### config.mk
export PLATFORM = sky130hd
export DESIGN_NAME = lc3_mem_arbiter
export DESIGN_NICKNAME = d
export VERILOG_FILES = /design/src/rtl/lc3_mem_pkg.sv /design/src/rtl/lc3_rr_arb2.sv /design/src/rtl/lc3_mem_arbiter.sv
export SDC_FILE = /design/constraint.sdc
export NUM_CORES = 1
export LEC_CHECK = 0
export CORE_MARGIN = 2
export CORE_UTILIZATION = 60
export DETAILED_ROUTE_END_ITERATION = 8
export DONT_BUFFER_PORTS = 1
export PLACE_DENSITY_LB_ADDON = 0.1
export SETUP_SLACK_MARGIN = 0.5
export SKIP_LAST_GASP = 1
export SYNTH_ARGS = -nofsm -noshare
export SYNTH_HDL_FRONTEND = slang
export SYNTH_SLANG_ARGS = --single-unit
### constraint.sdc
create_clock -name i_clk -period 2.1 [get_ports i_clk]
set_input_delay 0.21 -clock i_clk [delete_from_list [all_inputs] [get_ports i_clk]]
set_output_delay 0.21 -clock i_clk [all_outputs]
set_load 0.02 [all_outputs]
### src/rtl/lc3_mem_pkg.sv
// Shared types for the LC-3 memory arbiter: FSM state encoding and requester IDs.
package lc3_mem_pkg;

  localparam int unsigned STATE_W = 2;

  typedef enum logic [STATE_W-1:0] {
    ST_IDLE   = 2'd0,
    ST_ACCESS = 2'd1,
    ST_DONE   = 2'd2
  } state_e;

  localparam logic REQ_CPU = 1'b0;
  localparam logic REQ_LDR = 1'b1;

endpackage

### src/rtl/lc3_rr_arb2.sv
// Combinational 2-way round-robin picker; bit 0 = CPU, bit 1 = loader.
module lc3_rr_arb2
  import lc3_mem_pkg::*;
(
  input  logic [1:0] i_req,
  input  logic       i_last_grant,
  output logic       o_grant_c
);

  // On contention the requester that did not win last time goes first.
  always_comb begin
    o_grant_c = REQ_CPU;
    if (&i_req) begin
      o_grant_c = ~i_last_grant;
    end else if (i_req[1]) begin
      o_grant_c = REQ_LDR;
    end
  end

endmodule

### src/rtl/lc3_mem_arbiter.sv
// Sequences LC-3 memory cycles and shares the single-port memory between the
// CPU control FSM and the program loader (IDLE -> ACCESS -> DONE).
module lc3_mem_arbiter
  import lc3_mem_pkg::*;
#(
  parameter int unsigned ADDR_W      = 16,
  parameter int unsigned DATA_W      = 16,
  parameter int unsigned WAIT_CYCLES = 2
) (
  input  logic              i_clk,
  input  logic              i_rst_n,
  input  logic              i_cpu_req,
  input  logic              i_cpu_we,
  input  logic [ADDR_W-1:0] i_cpu_addr,
  input  logic [DATA_W-1:0] i_cpu_wdata,
  output logic [DATA_W-1:0] o_cpu_rdata,
  output logic              o_cpu_ready,
  input  logic              i_ldr_req,
  input  logic              i_ldr_we,
  input  logic [ADDR_W-1:0] i_ldr_addr,
  input  logic [DATA_W-1:0] i_ldr_wdata,
  output logic [DATA_W-1:0] o_ldr_rdata,
  output logic              o_ldr_ready,
  output logic              o_mem_en,
  output logic              o_mem_we,
  output logic [ADDR_W-1:0] o_mem_addr,
  output logic [DATA_W-1:0] o_mem_wdata,
  input  logic [DATA_W-1:0] i_mem_rdata,
  output logic              o_busy
);

  localparam int unsigned CNT_W = $clog2(WAIT_CYCLES + 1);

  if (WAIT_CYCLES == 0) begin : g_bad_wait
    $error("lc3_mem_arbiter: WAIT_CYCLES must be at least 1");
  end

  state_e            r_state;
  logic [CNT_W-1:0]  r_cnt;
  logic              r_last_grant;
  logic              r_grant;
  logic              r_mem_en;
  logic              r_mem_we;
  logic [ADDR_W-1:0] r_mem_addr;
  logic [DATA_W-1:0] r_mem_wdata;
  logic [DATA_W-1:0] r_cpu_rdata;
  logic [DATA_W-1:0] r_ldr_rdata;
  logic              r_cpu_ready;
  logic              r_ldr_ready;
  logic              r_busy;

  logic              w_grant;
  logic              w_sel_we;
  logic [ADDR_W-1:0] w_sel_addr;
  logic [DATA_W-1:0] w_sel_wdata;

  lc3_rr_arb2 u_arb (
    .i_req        ({i_ldr_req, i_cpu_req}),
    .i_last_grant (r_last_grant),
    .o_grant_c    (w_grant)
  );

  assign w_sel_we    = (w_grant == REQ_LDR) ? i_ldr_we    : i_cpu_we;
  assign w_sel_addr  = (w_grant == REQ_LDR) ? i_ldr_addr  : i_cpu_addr;
  assign w_sel_wdata = (w_grant == REQ_LDR) ? i_ldr_wdata : i_cpu_wdata;

  // Single-process FSM; every output is a register updated alongside the state.
  always_ff @(posedge i_clk) begin
    if (!i_rst_n) begin
      r_state      <= ST_IDLE;
      r_cnt        <= '0;
      r_last_grant <= REQ_LDR;
      r_grant      <= REQ_CPU;
      r_mem_en     <= 1'b0;
      r_mem_we     <= 1'b0;
      r_mem_addr   <= '0;
      r_mem_wdata  <= '0;
      r_cpu_rdata  <= '0;
      r_ldr_rdata  <= '0;
      r_cpu_ready  <= 1'b0;
      r_ldr_ready  <= 1'b0;
      r_busy       <= 1'b0;
    end else begin
      r_cpu_ready <= 1'b0;
      r_ldr_ready <= 1'b0;
      case (r_state)
        ST_IDLE: begin
          if (i_cpu_req || i_ldr_req) begin
            r_grant      <= w_grant;
            r_last_grant <= w_grant;
            r_cnt        <= CNT_W'(WAIT_CYCLES - 1);
            r_mem_en     <= 1'b1;
            r_mem_we     <= w_sel_we;
            r_mem_addr   <= w_sel_addr;
            r_mem_wdata  <= w_sel_wdata;
            r_busy       <= 1'b1;
            r_state      <= ST_ACCESS;
          end
        end
        ST_ACCESS: begin
          if (r_cnt == '0) begin
            r_mem_en <= 1'b0;
            r_mem_we <= 1'b0;
            r_state  <= ST_DONE;
            if (r_grant == REQ_LDR) begin
              r_ldr_ready <= 1'b1;
              if (!r_mem_we) r_ldr_rdata <= i_mem_rdata;
            end else begin
              r_cpu_ready <= 1'b1;
              if (!r_mem_we) r_cpu_rdata <= i_mem_rdata;
            end
          end else begin
            r_cnt <= r_cnt - CNT_W'(1);
          end
        end
        ST_DONE: begin
          r_busy  <= 1'b0;
          r_state <= ST_IDLE;
        end
        default: r_state <= ST_IDLE;
      endcase
    end
  end

  assign o_cpu_rdata = r_cpu_rdata;
  assign o_cpu_ready = r_cpu_ready;
  assign o_ldr_rdata = r_ldr_rdata;
  assign o_ldr_ready = r_ldr_ready;
  assign o_mem_en    = r_mem_en;
  assign o_mem_we    = r_mem_we;
  assign o_mem_addr  = r_mem_addr;
  assign o_mem_wdata = r_mem_wdata;
  assign o_busy      = r_busy;

endmodule

### Word level (Yosys, flattened, before mapping)

Cells that the tools add are included.

* word-level logic and storage cells: 54
* register bits: 75

* mux-type cells: 18
* bitwise operators: 3
* reduce and logical (&&, ||, !) cells: 14
* eq/ne operators: 5
* $add $sub $neg: 1

Operator list (count)
* $mux 16: 2
* $reduce_and 3->1: 3
* $mux 1: 8
* $pmux 2 s2: 2
* $reduce_and 2->1: 4
* $reduce_and 4->1: 2
* $mux 2: 3
* $ne 2x2->1 const B: 3
* $pmux 1 s2: 3
* $logic_not 2->1: 2
* $reduce_bool 2->1: 2
* $not 1->1: 3
* $eq 2x1->1 const B: 1
* $eq 2x2->1 const B: 1
* $sub 2x1->2 const B: 1
* $logic_or 1x1->1: 1

### Longest topological paths before layout

Gate-level depths: netlist of the first run.

* depth in word-level cells: 5
* gate-level depth with buffers: 7

### Cells and area by module

A second synthesis of the first run with hierarchy kept.

* cells, all modules: 319
* area, all modules: 3154.3 µm²

Modules (own cells, without submodules)
* lc3_mem_arbiter: cells an instance 318, sequential area each 1501.4 µm², area each 3143.0 µm², times used 1
* lc3_rr_arb2: cells an instance 1, sequential area each 0.0 µm², area each 11.3 µm², times used 1

### Least setup slack after synthesis of the first run

No wires, ideal clock.

* path type: register to register
* start point: register r_cnt[0]
* end point: register r_ldr_rdata[10], in the netlist o_ldr_rdata[10]
* slack: 0.543 ns
* required time: 1.982 ns
* data arrival time: 1.439 ns
* clock period less this slack: 1.557 ns
* buffers on the path: 2
* stages on the path, launching flop included: 8
* cell sequence: dfxtp_1 > inv_1 > ha_1 > nand3b_4 > or3b_1 > buf_6 > buf_12 > mux2i_1

* word-level cells in the longest chain between the ends: 2

RTL lines
* from (decl): RTL line lc3_mem_arbiter.sv:39 `logic [CNT_W-1:0] r_cnt;`
* from (signal assigned): RTL line lc3_mem_arbiter.sv:91 `r_cnt <= CNT_W'(WAIT_CYCLES - 1);`
* from (signal assigned): RTL line lc3_mem_arbiter.sv:113 `r_cnt <= r_cnt - CNT_W'(1);`
* $logic_not 2->1: RTL line lc3_mem_arbiter.sv:101 `if (r_cnt == '0) begin`
* $reduce_and 4->1 (no line)
* to (signal assigned): RTL line lc3_mem_arbiter.sv:107 `if (!r_mem_we) r_ldr_rdata <= i_mem_rdata;`
* to (decl): RTL line lc3_mem_arbiter.sv:47 `logic [DATA_W-1:0] r_ldr_rdata;`

Every way passes these cells.
A chain may end at the register's enable or synchronous reset.

### Worst setup path in the final report of the first run

* start point: register r_cnt[1]
* end point: register r_ldr_rdata[12], in the netlist o_ldr_rdata[12]

Same word-level chain as after synthesis.

==> key figures, run 1 <==
Run status
  • Status: completed

Detailed routing
  • ANT nets after route: 0
  • Via-per-instance ratio: 6.01
  • Drt initial violations: 92
  • Initial DRT Pass Iterations: 4
  • DRC: 0
  • Total length of routed wires: 7190 um
  • Routed WL per cell: 17.1 um
  • Via count: 2526

Clock network
  • CTS max path bufs: 2
  • Total CTS buffers: 9
  • TritonCTS clock tree: yes
  • Clock Sinks: 75
  • Setup Buffers After CTS: 0
  • Clock-pin slew on the worst setup and hold paths: 80 ps
  • H-tree lvl count: 3
  • Clk_lat worst skew: 340 ps
  • Clk root buf: clkbuf_8

Critical path
  • CP Cell Sequence: inv_1, ha_2, nand3b_4, or3b_1, buf_8, mux2i_1
  • Worst EP arrival: 1780 ps
  • Highest-delay cell along the critical path: or3b_1
  • Worst setup EP type: register
  • Crit path kind: register to register
  • Worst EP required: 2320 ps
  • Max incr delay on CP: 420 ps
  • Max Fanout on Critical Path: 16
  • Crit start category: register

STA
  • Setup_tns: 0 ps
  • Period utilization: 74.4%
  • Unrepaired setup endpoints after global routing: false
  • Slew @ Worst Pin: 633 ps
  • Final hold violation count: 0
  • Slew headroom: 57.7%
  • Fmax: 640 MHz
  • Clock skew: 7.01 ps
  • Tightest hold margin: 18.3 ps
  • Min Clock Period, post-route: 1560 ps
  • Final Max Tran Viols: 0
  • # setup viols final: 0

Global route
  • Vias in the first global route: 2337
  • First-pass GRT wire length: 11200 um
  • Largest net degree at the start of global routing: 52
  • Grt total ovfl: 0
  • Initial antenna violation count: 0
  • Tot GR Track Use: 24.0%

Place
  • GP Congestion: 0.736
  • # port buffers: 0
  • Detail Placement HPWL: 4760 um
  • Post-placement cell count: 401

Yosys
  • Top post-synthesis cells by count: 117 x nand2_1, 75 x dfxtp_1, 36 x a21oi_1
  • Syn Std Cell Area: 0.00311 mm^2
  • Mean post-synth cell area: 8.81 um^2
  • Netlist cell types: 33
  • Synth area leader: dfxtp_1
  • Most common cell in the synthesized netlist: nand2_1
  • Post-synth EDFFs: 0
  • Flops & latches, synth: 75
  • Main synth FF type: dfxtp_1
  • Synth top area share: 48.3%
  • Synthesis Warnings: 0
  • Synth Instances: 353
  • Sequential area share after synthesis: 48.3%
  • Synth area leaders: dfxtp_1 48%, nand2_1 14%, mux2i_1 10%
  • Syn nets: 441
  • Post-synth ARST share: 0%

Cells and area
  • ANT cells: 0
  • Post-route insts no fill: 420
  • # fillers: 438
  • Area growth syn-to-layout: 9.22%
  • Final #Nets: 433
  • Share of layout cells above drive strength 1: 9.71%

Die
  • Io pins: 155
  • Die width: 76.0 um
  • Die Span Y: 76.0 um
  • Core area: 0.00504 mm^2
  • Initial cell density of the core: 61.7%
  • Die area: 0.00577 mm^2
  • Floorplan row count: 26

Power
  • PwrDens: 1030 mW/mm^2
  • Leak: 1.38 nW
  • Worst VDD drop: 0.593 mV

Flow run
  • Max-cap violations: 0

Hold path
  • Worst hold path class: primary input to register
where the power goes:
group	internal (mW)	switching, mW
clock network	0.701	0.530
logic	0.188	0.261
registers	1.56	0.251
total	2.44	1.04
stage by stage:
| stage | power (mW) | instance area [um^2] | worst slack [ps] | util (%) |
|---|---|---|---|---|
| after global routing | 3.65 | 3400 | 493 | 67.3 |
| after detailed placement | 2.28 | 3120 | 484 | 61.8 |
| after floorplan | 2.18 | 3110 | 543 | - |
| after CTS | 3.50 | 3370 | 510 | 66.8 |
| after global placement | 2.26 | 3120 | 537 | 61.8 |
| final | 3.49 | 3400 | 539 | 67.3 |
cell usage in the layout (no fill, tap or decap), types with 2 or more instances in the layout:
cell type / synthesis / final
a31oi_1: 2 / 2
clkinvlp_4: 0 / 2
buf_4: 1 / 6
nand3_1: 2 / 2
inv_2: 1 / 2
inv_1: 3 / 2
o21ai_0: 4 / 4
clkbuf_8: 0 / 10
a21oi_1: 36 / 36
a311oi_1: 32 / 32
nand2_1: 117 / 117
dfxtp_1: 75 / 75
bufinv_16: 0 / 2
o2111ai_1: 2 / 2
dlygate4sd3_1: 0 / 3
mux2i_1: 32 / 32
registers in the layout (all words and copies together), names as in the netlist, 2 cells and up:
register     flops
o_cpu_rdata     16
o_ldr_rdata     16
o_mem_addr      16
o_mem_wdata     16
r_cnt            2
r_state          2
worst paths after layout:
check                                            from                      endpoint  slack [ps]  cells after the start
worst max-delay path            r_cnt[1]$_SDFFE_PN0P_  o_ldr_rdata[12]$_SDFFE_PN0P_         540                      6
worst min-delay path                          i_rst_n  o_cpu_rdata[15]$_SDFFE_PN0P_          20                      2
worst max register to register  r_cnt[1]$_SDFFE_PN0P_  o_ldr_rdata[12]$_SDFFE_PN0P_         540                      6
worst min register to register  r_cnt[1]$_SDFFE_PN0P_         r_cnt[1]$_SDFFE_PN0P_         490                      2
area by class of cell:
type / instances / area, um^2 / area share, %
repair buffers: 11 / 110 / 3.24
clock inverters: 6 / 88.8 / 2.62
inverters: 5 / 18.8 / 0.553
clock buffers: 10 / 138 / 4.05
flip-flops and latches: 75 / 1500 / 44.2
well taps: 70 / 87.6 / 2.58
multi-input cells: 243 / 1450 / 42.7
cell families after synthesis:
| kind of cell | after synthesis | synth area share (%) |
|---|---|---|
| AOI/OAI and AO/OA | 81 | 17.9 |
| DFF | 75 | 48.3 |
| and+or+nand+nor | 128 | 17.1 |
| buffers and inverters | 35 | 5.59 |
| adders and majority gates | 2 | 0.805 |
| muxes | 32 | 10.3 |
what timing repair did:
| item | CTS | global route |
|---|---|---|
| hold buffers | 2 | 1 |
| endpoints found under the setup margin | 16 | 25 |
| cloned | 0 | 0 |
| gates resized for setup | 1 | 5 |
| hold endpoints to repair | 4 | 2 |
layer usage:
metal	GRT usage, %	up-vias	share of wire [%]
li1	-	1219	-
met2	38.2	137	46
met3	9.24	18	11
met4	11.5	0	2.6
met1	28.8	1152	40
met5	0	-	0
worst max-delay path: cells and delay by family, from the launching register on:
family                     cells  cell delay (ps)
and+or+nand+nor                2              520
DFF                            1              320
buffers and inverters          2              270
adders and majority gates      1              200
muxes                          1              130
Power figures use the tool's default switching activity.
==> run 2: changes to the inputs <==
--- a/config.mk
+++ b/config.mk
@@ -6,7 +6,7 @@
 export NUM_CORES = 1
 export LEC_CHECK = 0
 export CORE_MARGIN = 2
-export CORE_UTILIZATION = 60
+export CORE_UTILIZATION = 56
 export DETAILED_ROUTE_END_ITERATION = 8
 export DONT_BUFFER_PORTS = 1
 export PLACE_DENSITY_LB_ADDON = 0.1
==> constraint.sdc (replaced) <==
create_clock -name i_clk -period 1.3 [get_ports i_clk]
set_input_delay 0.13 -clock i_clk [delete_from_list [all_inputs] [get_ports i_clk]]
set_output_delay 0.13 -clock i_clk [all_outputs]
set_load 0.02 [all_outputs]
==> run 2 against run 1 <==
  * The run now fails in global routing
  * Synthesized area unchanged
  * Synthesized cell count unchanged
==> key figures, run 2 <==
Yosys
  • Flops & latches, synth: 75 (unchanged)
  • Synth area leader: dfxtp_1 (unchanged)
  • Post-synth EDFFs: 0 (unchanged)
  • Main synth FF type: dfxtp_1 (unchanged)
  • Netlist cell types: 33 (unchanged)
  • Sequential area share after synthesis: 48.3% (unchanged)
  • Synth area leaders: dfxtp_1 48%, nand2_1 14%, mux2i_1 10% (unchanged)
  • Mean post-synth cell area: 8.81 um^2 (unchanged)
  • Top post-synthesis cells by count: 117 x nand2_1, 75 x dfxtp_1, 36 x a21oi_1 (unchanged)
  • Syn nets: 441 (unchanged)
  • Most common cell in the synthesized netlist: nand2_1 (unchanged)
  • Syn Std Cell Area: 0.00311 mm^2 (unchanged)
  • Post-synth ARST share: 0% (unchanged)
  • Synth top area share: 48.3% (unchanged)
  • Synth Instances: 353 (unchanged)
  • Synthesis Warnings: 0 (unchanged)

Clock network
  • Clock Sinks: 75 (unchanged)
  • Clk root buf: clkbuf_8 (unchanged)
  • CTS max path bufs: 2 (unchanged)
  • Total CTS buffers: 9 (unchanged)
  • H-tree lvl count: 3 (unchanged)

Die
  • Floorplan row count: 27 (was 26)
  • Die width: 78.5 um (was 76.0 um)
  • Initial cell density of the core: 57.2% (was 61.7%)
  • Die Span Y: 78.5 um (was 76.0 um)
  • Io pins: 155 (unchanged)

Run status
  • Error: [ERROR DPL-0038] Utilization greater than 100%, impossible to legalize
  • Status: stopped before the end (was completed)
  • Fail Step: global routing

Place
  • DP Area: 0.00352 mm^2 (was 0.00312 mm^2)
  • Detail Placement HPWL: 5130 um (was 4760 um)
  • # port buffers: 0 (unchanged)
  • Pre-CTS setup slack: -123 ps (was 484 ps)
  • GP Congestion: 0.788 (was 0.736)

STA
  • Worst_ep grt: o_ldr_rdata[1]$_SDFFE_PN0P_/D
  • Worst_ep kind: register input

Global route
  • Largest net degree at the start of global routing: 55
## run 2: cell counts after synthesis
No cell type changed its count.
## run 2: kinds of logic after synthesis
family	count (synthesis)	share of synthesized area, %
AND/OR/NAND/NOR	128	17.1
AO/OA/AOI/OAI	81	17.9
flip-flops	75	48.3
buffers and inverters	35	5.59
multiplexers	32	10.3
adder cells (fa/ha/maj)	2	0.805
## run 2: repair_timing
| action | 4_1_cts |
|---|---|
| hold buffers | 64 |
| hold endpoints to repair | 69 |
| gates cloned | 9 |
| pin swaps | 24 |
| buffers inserted | 16 |
| resized for setup | 173 |
| endpoints found under the setup margin | 144 |
## run 2: through the flow
| step | hold slack (ps) | std cells | utilization [%] | TNS (ps) |
|---|---|---|---|---|
| CTS | -138 | 523 | 95.3 | -2700 |
| detailed placement | 208 | 418 | 64.8 | -2610 |
| global placement | 208 | 418 | 64.8 | -1480 |
| floorplan | 282 | 353 | - | -2360 |
==> run 3: changes to the inputs <==
--- a/config.mk
+++ b/config.mk
@@ -6,11 +6,10 @@
 export NUM_CORES = 1
 export LEC_CHECK = 0
 export CORE_MARGIN = 2
-export CORE_UTILIZATION = 56
+export CORE_UTILIZATION = 40
 export DETAILED_ROUTE_END_ITERATION = 8
 export DONT_BUFFER_PORTS = 1
-export PLACE_DENSITY_LB_ADDON = 0.1
-export SETUP_SLACK_MARGIN = 0.5
+export PLACE_DENSITY_LB_ADDON = 0.15
 export SKIP_LAST_GASP = 1
 export SYNTH_ARGS = -nofsm -noshare
 export SYNTH_HDL_FRONTEND = slang
==> constraint.sdc (replaced) <==
create_clock -name i_clk -period 1.69 [get_ports i_clk]
set_input_delay 0.169 -clock i_clk [delete_from_list [all_inputs] [get_ports i_clk]]
set_output_delay 0.169 -clock i_clk [all_outputs]
set_load 0.02 [all_outputs]
==> run 3 against run 2 <==
  * The run now ends clean
==> key figures, run 3 (synthesis gave the netlist of run 1 again) <==
Run status
  • Status: completed (was stopped before the end)

STA
  • Min Clock Period, post-route: 1590 ps
  • Period utilization: 94.0%
  • Tightest hold margin: 13.6 ps
  • Fmax: 629 MHz
  • # setup viols final: 0
  • Clock skew: 8.03 ps
  • Setup_tns: 0 ps
  • Slew headroom: 57.6%
  • Slew @ Worst Pin: 636 ps
  • Unrepaired setup endpoints after global routing: false
  • Final hold violation count: 0
  • Final Max Tran Viols: 0

Power
  • Worst VDD drop: 0.466 mV
  • Power, Total: 4.65 mW
  • PwrDens: 1080 mW/mm^2
  • Leak: 1.74 nW

Die
  • Initial cell density of the core: 40.7% (was 57.2%)
  • Io pins: 155 (unchanged)
  • Core area: 0.00765 mm^2
  • Die Span Y: 92.2 um (was 78.5 um)
  • Floorplan row count: 32 (was 27)
  • Die width: 92.2 um (was 78.5 um)
  • Die area: 0.00849 mm^2

Detailed routing
  • Routed WL per cell: 16.2 um
  • Initial DRT Pass Iterations: 4
  • DRC: 0
  • Drt initial violations: 99
  • Via count: 2872
  • Via-per-instance ratio: 5.37
  • ANT nets after route: 0
  • Total length of routed wires: 8650 um

Clock network
  • H-tree lvl count: 3 (unchanged)
  • Total CTS buffers: 9 (unchanged)
  • Setup Buffers After CTS: 0 (was 16)
  • Clk_lat worst skew: 340 ps
  • Clock Sinks: 75 (unchanged)
  • CTS max path bufs: 2 (unchanged)
  • Clk root buf: clkbuf_8 (unchanged)
  • TritonCTS clock tree: yes
  • Clock-pin slew on the worst setup and hold paths: 70 ps

Critical path
  • Worst EP arrival: 1820 ps
  • Worst EP required: 1920 ps
  • Highest-delay cell along the critical path: or3b_1
  • Crit start category: register
  • Max Fanout on Critical Path: 16
  • CP Cell Sequence: inv_1, ha_2, nand3b_4, or3b_1, buf_12, mux2i_1
  • Worst setup EP type: register
  • Max incr delay on CP: 440 ps
  • Crit path kind: register to register

Cells and area
  • Area growth syn-to-layout: 37.9%
  • # fillers: 676
  • ANT cells: 0
  • Most common cell after layout, fill and taps aside: nand2_1
  • Share of layout cells above drive strength 1: 8.55%
  • Final #Nets: 516
  • Post-route insts no fill: 535
  • Most frequent cells in the layout: 117 x nand2_1, 82 x dlygate4sd3_1, 75 x dfxtp_1

Global route
  • Initial antenna violation count: 0
  • First-pass GRT wire length: 13800 um
  • Vias in the first global route: 2939
  • Largest net degree at the start of global routing: 49
  • Tot GR Track Use: 20.4%
  • Grt total ovfl: 0

Hold path
  • Worst hold path class: primary input to register

Place
  • GP Congestion: 0.750 (was 0.788)
  • # port buffers: 0 (unchanged)
  • Detail Placement HPWL: 5110 um (was 5130 um)
  • Post-placement cell count: 436 (was 418)

Flow run
  • Max-cap violations: 0
run 3: layout make-up:
class,instances,area (um^2),share of cell area (%)
sequential,75,1500,35.0
multi-input combinational,243,1440,33.6
timing repair buffer,94,961,22.4
tap,102,128,2.98
clock buffer,9,124,2.89
clock inverter,7,116,2.71
inverter,5,18.8,0.438
run 3: power breakdown:
group	switching, mW	total, mW	internal (mW)
Combinational	0.392	0.766	0.373
Clock	0.669	1.65	0.978
Sequential	0.307	2.24	1.93
run 3: path summary, 6_finish.rpt:
kind / end / slack (ps) / cells after the start / from
worst min register to register: r_cnt[1]$_SDFFE_PN0P_ / 480 / 2 / r_cnt[1]$_SDFFE_PN0P_
worst max-delay path: o_ldr_rdata[8]$_SDFFE_PN0P_ / 100 / 6 / r_cnt[0]$_SDFFE_PN0P_
worst min-delay path: o_ldr_rdata[12]$_SDFFE_PN0P_ / 10 / 2 / i_mem_rdata[12]
worst max register to register: o_ldr_rdata[8]$_SDFFE_PN0P_ / 100 / 6 / r_cnt[0]$_SDFFE_PN0P_
run 3: timing repair:
action	CTS	global route
resized for setup	0	1
hold buffers	83	0
endpoints found under the setup margin	0	2
endpoints found under the hold margin	69	0
run 3: stage by stage:
stage / instance area, um^2 / setup WS, ps / util [%]
CTS: 4290 / 75.6 / 56.0
detailed placement: 3200 / 96.9 / 41.9
floorplan: 3110 / 133 / -
finish: 4290 / 101 / 56.1
global route: 4290 / 6.79 / 56.1
global placement: 3200 / 147 / 41.9
run 3: critical path: cells and delay by family, from the launching register on:
family | cells | cell delay [ps]
buffers and inverters | 2 | 290
flip-flops | 1 | 300
AND/OR/NAND/NOR | 2 | 550
multiplexers | 1 | 120
adder cells (fa/ha/maj) | 1 | 220
run 3: routing by layer:
| metal | up-vias | global-route usage, % | part of all wire (%) |
|---|---|---|---|
| met5 | - | 0 | 0 |
| met4 | 0 | 10.7 | 3.3 |
| met1 | 1311 | 21.9 | 39 |
| met2 | 154 | 35.7 | 48 |
| li1 | 1377 | - | - |
| met3 | 30 | 6.57 | 9.2 |
